$ cat config.mk
export PLATFORM = sky130hd
export DESIGN_NAME = otter_cu_fsm
export DESIGN_NICKNAME = d
export VERILOG_FILES = /design/src/rtl/otter_pkg.sv /design/src/rtl/otter_cu_fsm.sv
export SDC_FILE = /design/constraint.sdc
export NUM_CORES = 1
export LEC_CHECK = 0
export BUFFER_PORTS_ARGS = -buffer_cell sky130_fd_sc_hd__buf_2
export CAP_MARGIN = 20
export CORE_MARGIN = 3
export CORE_UTILIZATION = 52
export DETAILED_ROUTE_END_ITERATION = 6
export PLACE_DENSITY = 0.83
export SLEW_MARGIN = 20
export SYNTH_ARGS = -nofsm -noshare
export SYNTH_HDL_FRONTEND = slang
export SYNTH_SLANG_ARGS = --single-unit
$ cat constraint.sdc
create_clock -name clk -period 4.9 [get_ports clk]
set_input_delay 0.735 -clock clk [delete_from_list [all_inputs] [get_ports clk]]
set_output_delay 0.735 -clock clk [all_outputs]
set_load 0.1 [all_outputs]
$ cat src/rtl/otter_pkg.sv
`default_nettype none
// ============================================================================
// otter_pkg
// Shared control-state type and RV32I opcode/funct3 constants for the OTTER.
// Rev 1.0
// ============================================================================
package otter_pkg;

    typedef enum logic [2:0] {
        INIT  = 3'd0,
        FETCH = 3'd1,
        EXEC  = 3'd2,
        WB    = 3'd3,
        INTR  = 3'd4
    } cu_state_t;

    localparam logic [6:0] OPC_LOAD   = 7'b0000011;
    localparam logic [6:0] OPC_STORE  = 7'b0100011;
    localparam logic [6:0] OPC_BRANCH = 7'b1100011;
    localparam logic [6:0] OPC_SYS    = 7'b1110011;
    localparam logic [6:0] OPC_OP     = 7'b0110011;
    localparam logic [6:0] OPC_OPIMM  = 7'b0010011;
    localparam logic [6:0] OPC_LUI    = 7'b0110111;
    localparam logic [6:0] OPC_AUIPC  = 7'b0010111;
    localparam logic [6:0] OPC_JAL    = 7'b1101111;
    localparam logic [6:0] OPC_JALR   = 7'b1100111;

    localparam logic [2:0] F3_CSRRW = 3'b001;
    localparam logic [2:0] F3_MRET  = 3'b000;

endpackage
`default_nettype wire

$ cat src/rtl/otter_cu_fsm.sv
`default_nettype none
// ============================================================================
// otter_cu_fsm
// Multicycle control FSM: fetch/execute/writeback sequencing, interrupt entry
// and the retired-instruction counter.
// Rev 1.0
// ============================================================================
module otter_cu_fsm
    import otter_pkg::*;
#(
    parameter int INSTRET_W = 32
) (
    input  logic                 clk,
    input  logic                 rst_n,
    input  logic [6:0]           ir_opcode,
    input  logic [2:0]           ir_funct3,
    input  logic                 intr,
    input  logic                 csr_mie,
    input  logic                 mem_ready,
    output logic                 pc_write,
    output logic                 reg_write,
    output logic                 mem_rden1,
    output logic                 mem_rden2,
    output logic                 mem_we2,
    output logic                 rst_out,
    output logic                 csr_we,
    output logic                 int_taken,
    output logic                 mret_exec,
    output logic [INSTRET_W-1:0] instret
);

    cu_state_t            state_q;
    cu_state_t            state_d;
    logic [INSTRET_W-1:0] instret_q;
    logic                 retire;

    // Outputs are Mealy: the EXEC and WB enables depend on the live opcode
    // and mem_ready, so a waiting WB cycle never writes anything.
    always_comb begin
        pc_write  = 1'b0;
        reg_write = 1'b0;
        mem_rden1 = 1'b0;
        mem_rden2 = 1'b0;
        mem_we2   = 1'b0;
        rst_out   = 1'b0;
        csr_we    = 1'b0;
        int_taken = 1'b0;
        mret_exec = 1'b0;
        retire    = 1'b0;
        state_d   = state_q;

        unique case (state_q)
            INIT: begin
                rst_out = 1'b1;
                state_d = FETCH;
            end
            FETCH: begin
                mem_rden1 = 1'b1;
                if (mem_ready) state_d = EXEC;
            end
            EXEC: begin
                case (ir_opcode)
                    OPC_LOAD: begin
                        mem_rden2 = 1'b1;
                        state_d   = WB;
                    end
                    OPC_STORE: begin
                        mem_we2  = 1'b1;
                        pc_write = 1'b1;
                        retire   = 1'b1;
                    end
                    OPC_SYS: begin
                        pc_write = 1'b1;
                        retire   = 1'b1;
                        if (ir_funct3 == F3_CSRRW) begin
                            csr_we    = 1'b1;
                            reg_write = 1'b1;
                        end else if (ir_funct3 == F3_MRET) begin
                            mret_exec = 1'b1;
                        end
                    end
                    OPC_OP, OPC_OPIMM, OPC_LUI, OPC_AUIPC, OPC_JAL, OPC_JALR: begin
                        reg_write = 1'b1;
                        pc_write  = 1'b1;
                        retire    = 1'b1;
                    end
                    // Branches and unrecognised opcodes only advance the PC.
                    default: begin
                        pc_write = 1'b1;
                        retire   = 1'b1;
                    end
                endcase
            end
            WB: begin
                mem_rden2 = 1'b1;
                if (mem_ready) begin
                    reg_write = 1'b1;
                    pc_write  = 1'b1;
                    retire    = 1'b1;
                end
            end
            INTR: begin
                int_taken = 1'b1;
                pc_write  = 1'b1;
                state_d   = FETCH;
            end
            default: state_d = INIT;
        endcase

        // Interrupts are only taken on an instruction boundary.
        if (retire) state_d = (intr && csr_mie) ? INTR : FETCH;
    end

    always_ff @(posedge clk or negedge rst_n) begin
        if (!rst_n) begin
            state_q   <= INIT;
            instret_q <= '0;
        end else begin
            state_q <= state_d;
            if (retire) instret_q <= instret_q + INSTRET_W'(1);
        end
    end

    assign instret = instret_q;

`ifndef SYNTHESIS
    a_mem_excl: assert property (@(posedge clk) disable iff (!rst_n) !(mem_we2 && mem_rden2));
    a_int_excl: assert property (@(posedge clk) disable iff (!rst_n) !(int_taken && reg_write));
`endif

endmodule
`default_nettype wire
# --- After elaboration in Yosys (flattened, before gate mapping) ---
# Cells that the tools add are included.
totals:
  regBits: 35
  input_bits: 15
  out_inout_bits: 41
op_classes:
  add_sub_neg: 1
  eq_ne: 17
  muxes: 25
  n_reduce_logical: 6
op_table:
  columns: ["cell", "count"]
  rows:
  - ["$add A32 B1 Y32 const B", 1]
  - ["$eq A7 B6 Y1 const B", 3]
  - ["$eq A7 B7 Y1 const B", 3]
  - ["$mux W1", 15]
  - ["$eq A7 B5 Y1 const B", 2]
  - ["$mux W3", 4]
  - ["$pmux W3 S4", 1]
  - ["$pmux W1 S2", 4]
  - ["$eq A7 B2 Y1 const B", 1]
  - ["$eq A3 B1 Y1 const B", 2]
  - ["$eq A3 B2 Y1 const B", 2]
  - ["$logic_not A3 Y1", 2]
  - ["$reduce_or A6 Y1", 1]
  - ["$eq A3 B3 Y1 const B", 1]
  - ["$ne A3 B2 Y1 const B", 1]
  - ["$ne A3 B3 Y1 const B", 1]
  - ["$pmux W1 S3", 1]
  - ["$reduce_and A3 Y1", 1]
  - ["$ne A2 B2 Y1 const B", 1]
  - ["$reduce_or A2 Y1", 1]
  - ["$logic_and A1 B1 Y1", 1]

# --- Depth between registers and ports, before layout ---
logic_depth:
  depth_word: 5
  depth_mapped: 8

# --- Least setup slack after synthesis ---
# No wires, ideal clock.
synth_timing:
  kind: "input port to output port"
  from: "input ir_opcode[1]"
  to: "output mem_we2"
  t_arrival_ps: 3089
  setup_slack_ps: 1076
  cell_stages: 4
  n_path_buf: 0
  path_cell_list: "nand2_1 > nor2_1 > nand4_1 > nor3_1"
synth_via:
  elab_chain_len: 3
synth_rtl:
  columns: ["item", "line_no", "rtl"]
  rows:
  - ["start: declaration", "otter_cu_fsm.sv:15", "input logic [6:0] ir_opcode,"]
  - ["$eq A7 B6 Y1", "otter_cu_fsm.sv:62", "case (ir_opcode)"]
  - ["$mux W1", "otter_cu_fsm.sv:62", null]
  - ["$mux W1", "otter_cu_fsm.sv:52", "unique case (state_q)"]
  - ["end: declaration", "otter_cu_fsm.sv:24", "output logic mem_we2,"]
# Every way passes these cells.

# --- Worst setup path after layout ---
layout_timing:
  from: "input ir_opcode[3]"
  to: "output pc_write"
layout_via:
  elab_chain_len: 3
layout_rtl:
  columns: ["item", "line_no", "rtl"]
  rows:
  - ["$eq A7 B2 Y1", "otter_cu_fsm.sv:62", null]
  - ["$mux W1", "otter_cu_fsm.sv:62", null]
  - ["$pmux W1 S3", "otter_cu_fsm.sv:52", null]
  - ["end: declaration", "otter_cu_fsm.sv:20", "output logic pc_write,"]
# Every way passes these cells.

==> flow_summary.json <==
{
  "totalWireLength_mm": 3.98,
  "io_pins": 56,
  "clock-root-buffer": "clkbuf_4",
  "drive_gt1_share_pct": 26.4,
  "peakVddDrop_v": 0.000777,
  "critical_path_class": "in2out",
  "startpoint_type": "input pin",
  "dieArea_um2": 4200,
  "hold_buffers": 0,
  "dp_slack_ns": 1.50,
  "netlist_area_um2": 1800,
  "clk_pin_slew_worst_paths_ns": 0.09,
  "ff2ff_setup_slack_ns": 2.83,
  "internal-power_uw": 456,
  "hold_class": "in2async",
  "cts_buffers": 5,
  "tightest_slew_ns": 0.746,
  "ant_nets": 0,
  "grt_pass1_vias": 1505,
  "rr_startpoint": "instret[7]",
  "grt_remaining_overflow": 0,
  "die_h_um": 64.8,
  "synthToLayoutAreaGrowth_pct": 19.2,
  "antenna_found_initial": 0,
  "synth_flop_cell": "dfrtp_1",
  "skew_ns": 0.00454,
  "track_usage_pct": 20.5,
  "cts.sinks": 35,
  "synth_seq_cells": 35,
  "cts_tree": "done",
  "die_w_um": 64.8,
  "syn-mean-instance-area_um2": 9.87,
  "crit_fanout": 15,
  "ys_warn_count": 0,
  "hpwl_mm": 3.05,
  "p_sw_uw": 560,
  "drt_iter0_markers": 78,
  "cp.required_ns": 4.16,
  "setup_slack_ns": 1.47,
  "yosys.area.top_type_share_pct": 48.7,
  "drc": 0,
  "hold_ws_ns": 0.453,
  "post_cts_resized": 0,
  "wire_per_inst_um": 14.0,
  "gp_congestion": 0.905,
  "seqCellArea_um2": 876,
  "final.fill_count": 270,
  "finalNetCount": 256,
  "rsz0062_at_grt": "no",
  "io_buffers": 55,
  "grt_first_pass_wirelength_mm": 6.62,
  "core_um2": 3180,
  "hold_violations": 0,
  "reg2reg_depth": 5,
  "swShare_pct": 55.1,
  "initial_utilization_pct": 56.5,
  "netlist_top_cells_count": "dfrtp_1 (35), nand2_1 (20), xnor2_1 (16)",
  "synth_edf_count": 0,
  "grt_max_degree": 36,
  "fin_crit_sh_pct": 69.9,
  "clkPwrFrac_pct": 13.5,
  "synthTopCellsByArea": "dfrtp_1 (49%), xnor2_1 (7.8%), xor2_1 (7.3%), nand2_1 (4.2%), nand4_1 (3.8%)",
  "clk_path_buf_depth": 2,
  "vias": 1549,
  "final_max_slew_viol_count": 0,
  "ys_seq_area_share_pct": 48.7,
  "cts_setup_buffers": 0,
  "power.leakage_uw": 0.00113,
  "synth_cell_types": 31,
  "clk_latency_ns": 0.34,
  "power.density_nw_per_um2": 475,
  "syn-num-nets": 198,
  "dr.pass1.iters": 4,
  "finalSetupTns_ns": 0,
  "timing.fmax_ghz": 0.292,
  "finalCriticalPeriod_ns": 3.43,
  "multi_input_area_um2": 876,
  "synthCells": 182,
  "drv_cap": 0,
  "outcome": "complete, no violations",
  "yosysMostFrequentCell": "dfrtp_1",
  "placed_area_um2": 2100,
  "finalPower_uw": 1020,
  "cts.htree.levels": 2,
  "final_cell_area_um2": 2140,
  "slew_headroom_pct": 50.3,
  "power_frac_seq_pct": 36.4,
  "placementRows": 20,
  "cp.arrival_ns": 2.69,
  "antennaDiodeCount": 0,
  "r2r-end": "instret[26]",
  "combinationalPowerShare_pct": 50.1,
  "synth_top_area_cell": "dfrtp_1",
  "end_kind": "output port",
  "setup_viol": 0,
  "avgViaCountPerCell": 5.47,
  "ys_async_sr_fraction_pct": 100
}
-- per-stage QoR --
step	util, %	instances
detailed placement	66.1	277
floorplan	-	182
global route	67.4	283
CTS	67.4	283
finish	67.4	283
global placement	66.1	277
-- layout make-up --
type                       instances  share of cell area, %
sequential                        35                   40.9
multi-input combinational        138                   40.9
clock buffer                       6                   1.93
tap                               44                   2.57
timing repair buffer              55                   12.9
inverter                           5                  0.876
-- cell usage in the layout (no fill, tap or decap), types with 7 or more instances in the layout --
master,synthesis,routed
nor2_1,13,13
nor3_1,11,11
dfrtp_1,35,35
xor2_1,15,15
buf_2,0,55
nor4_1,7,7
nand3_1,13,13
nand2_1,20,20
nand4_1,11,11
xnor2_1,16,16
-- worst max-delay path by stage --
stage	start	end	cells after the start
final	ir_opcode[3]	pc_write	6
after global routing	ir_opcode[3]	pc_write	6
after CTS	ir_opcode[3]	pc_write	6
after detailed placement	ir_opcode[3]	pc_write	6
after global placement	ir_opcode[3]	pc_write	6
after floorplan	ir_opcode[1]	mem_we2	4
-- per-layer routing --
metal	up-vias	part of all wire [%]	GRT usage, %
met4	0	1.4	7.39
met2	38	49	33.7
met3	6	5.3	4.68
li1	757	-	-
met1	748	44	26.4
met5	-	0	0
-- flip-flops by register name (all words and copies together) (netlist names) --
signal   flops
instret     32
state_q      3
-- kinds of logic (layout without fill, tap and decap cells) --
| logic type | count (synthesis) | count (layout) | synth area share, % |
|---|---|---|---|
| XOR/XNOR | 31 | 31 | 15.1 |
| AO/OA/AOI/OAI | 6 | 6 | 2.09 |
| adder cells (fa/ha/maj) | 1 | 1 | 0.696 |
| AND/OR/NAND/NOR | 100 | 100 | 30.8 |
| flip-flops | 35 | 35 | 48.7 |
| buffers and inverters | 9 | 66 | 2.51 |
-- worst max-delay path: stages --
cell and delay [ns]:
buf_2 0.11, or4_1 0.57, nor4_4 0.35, or2_1 0.49, nand2b_1 0.12, buf_2 0.31
-- power by group through the flow --
stage          sequential, uW  clock [uW]  combinational, uW
2_1_floorplan             517           0                290
3_3_place_gp              372           0                504
3_5_place_dp              374           0                512
4_1_cts                   369         141                512
5_1_grt                   376         156                533
6_report                  370         138                509
(Power assumes the default switching activity.)
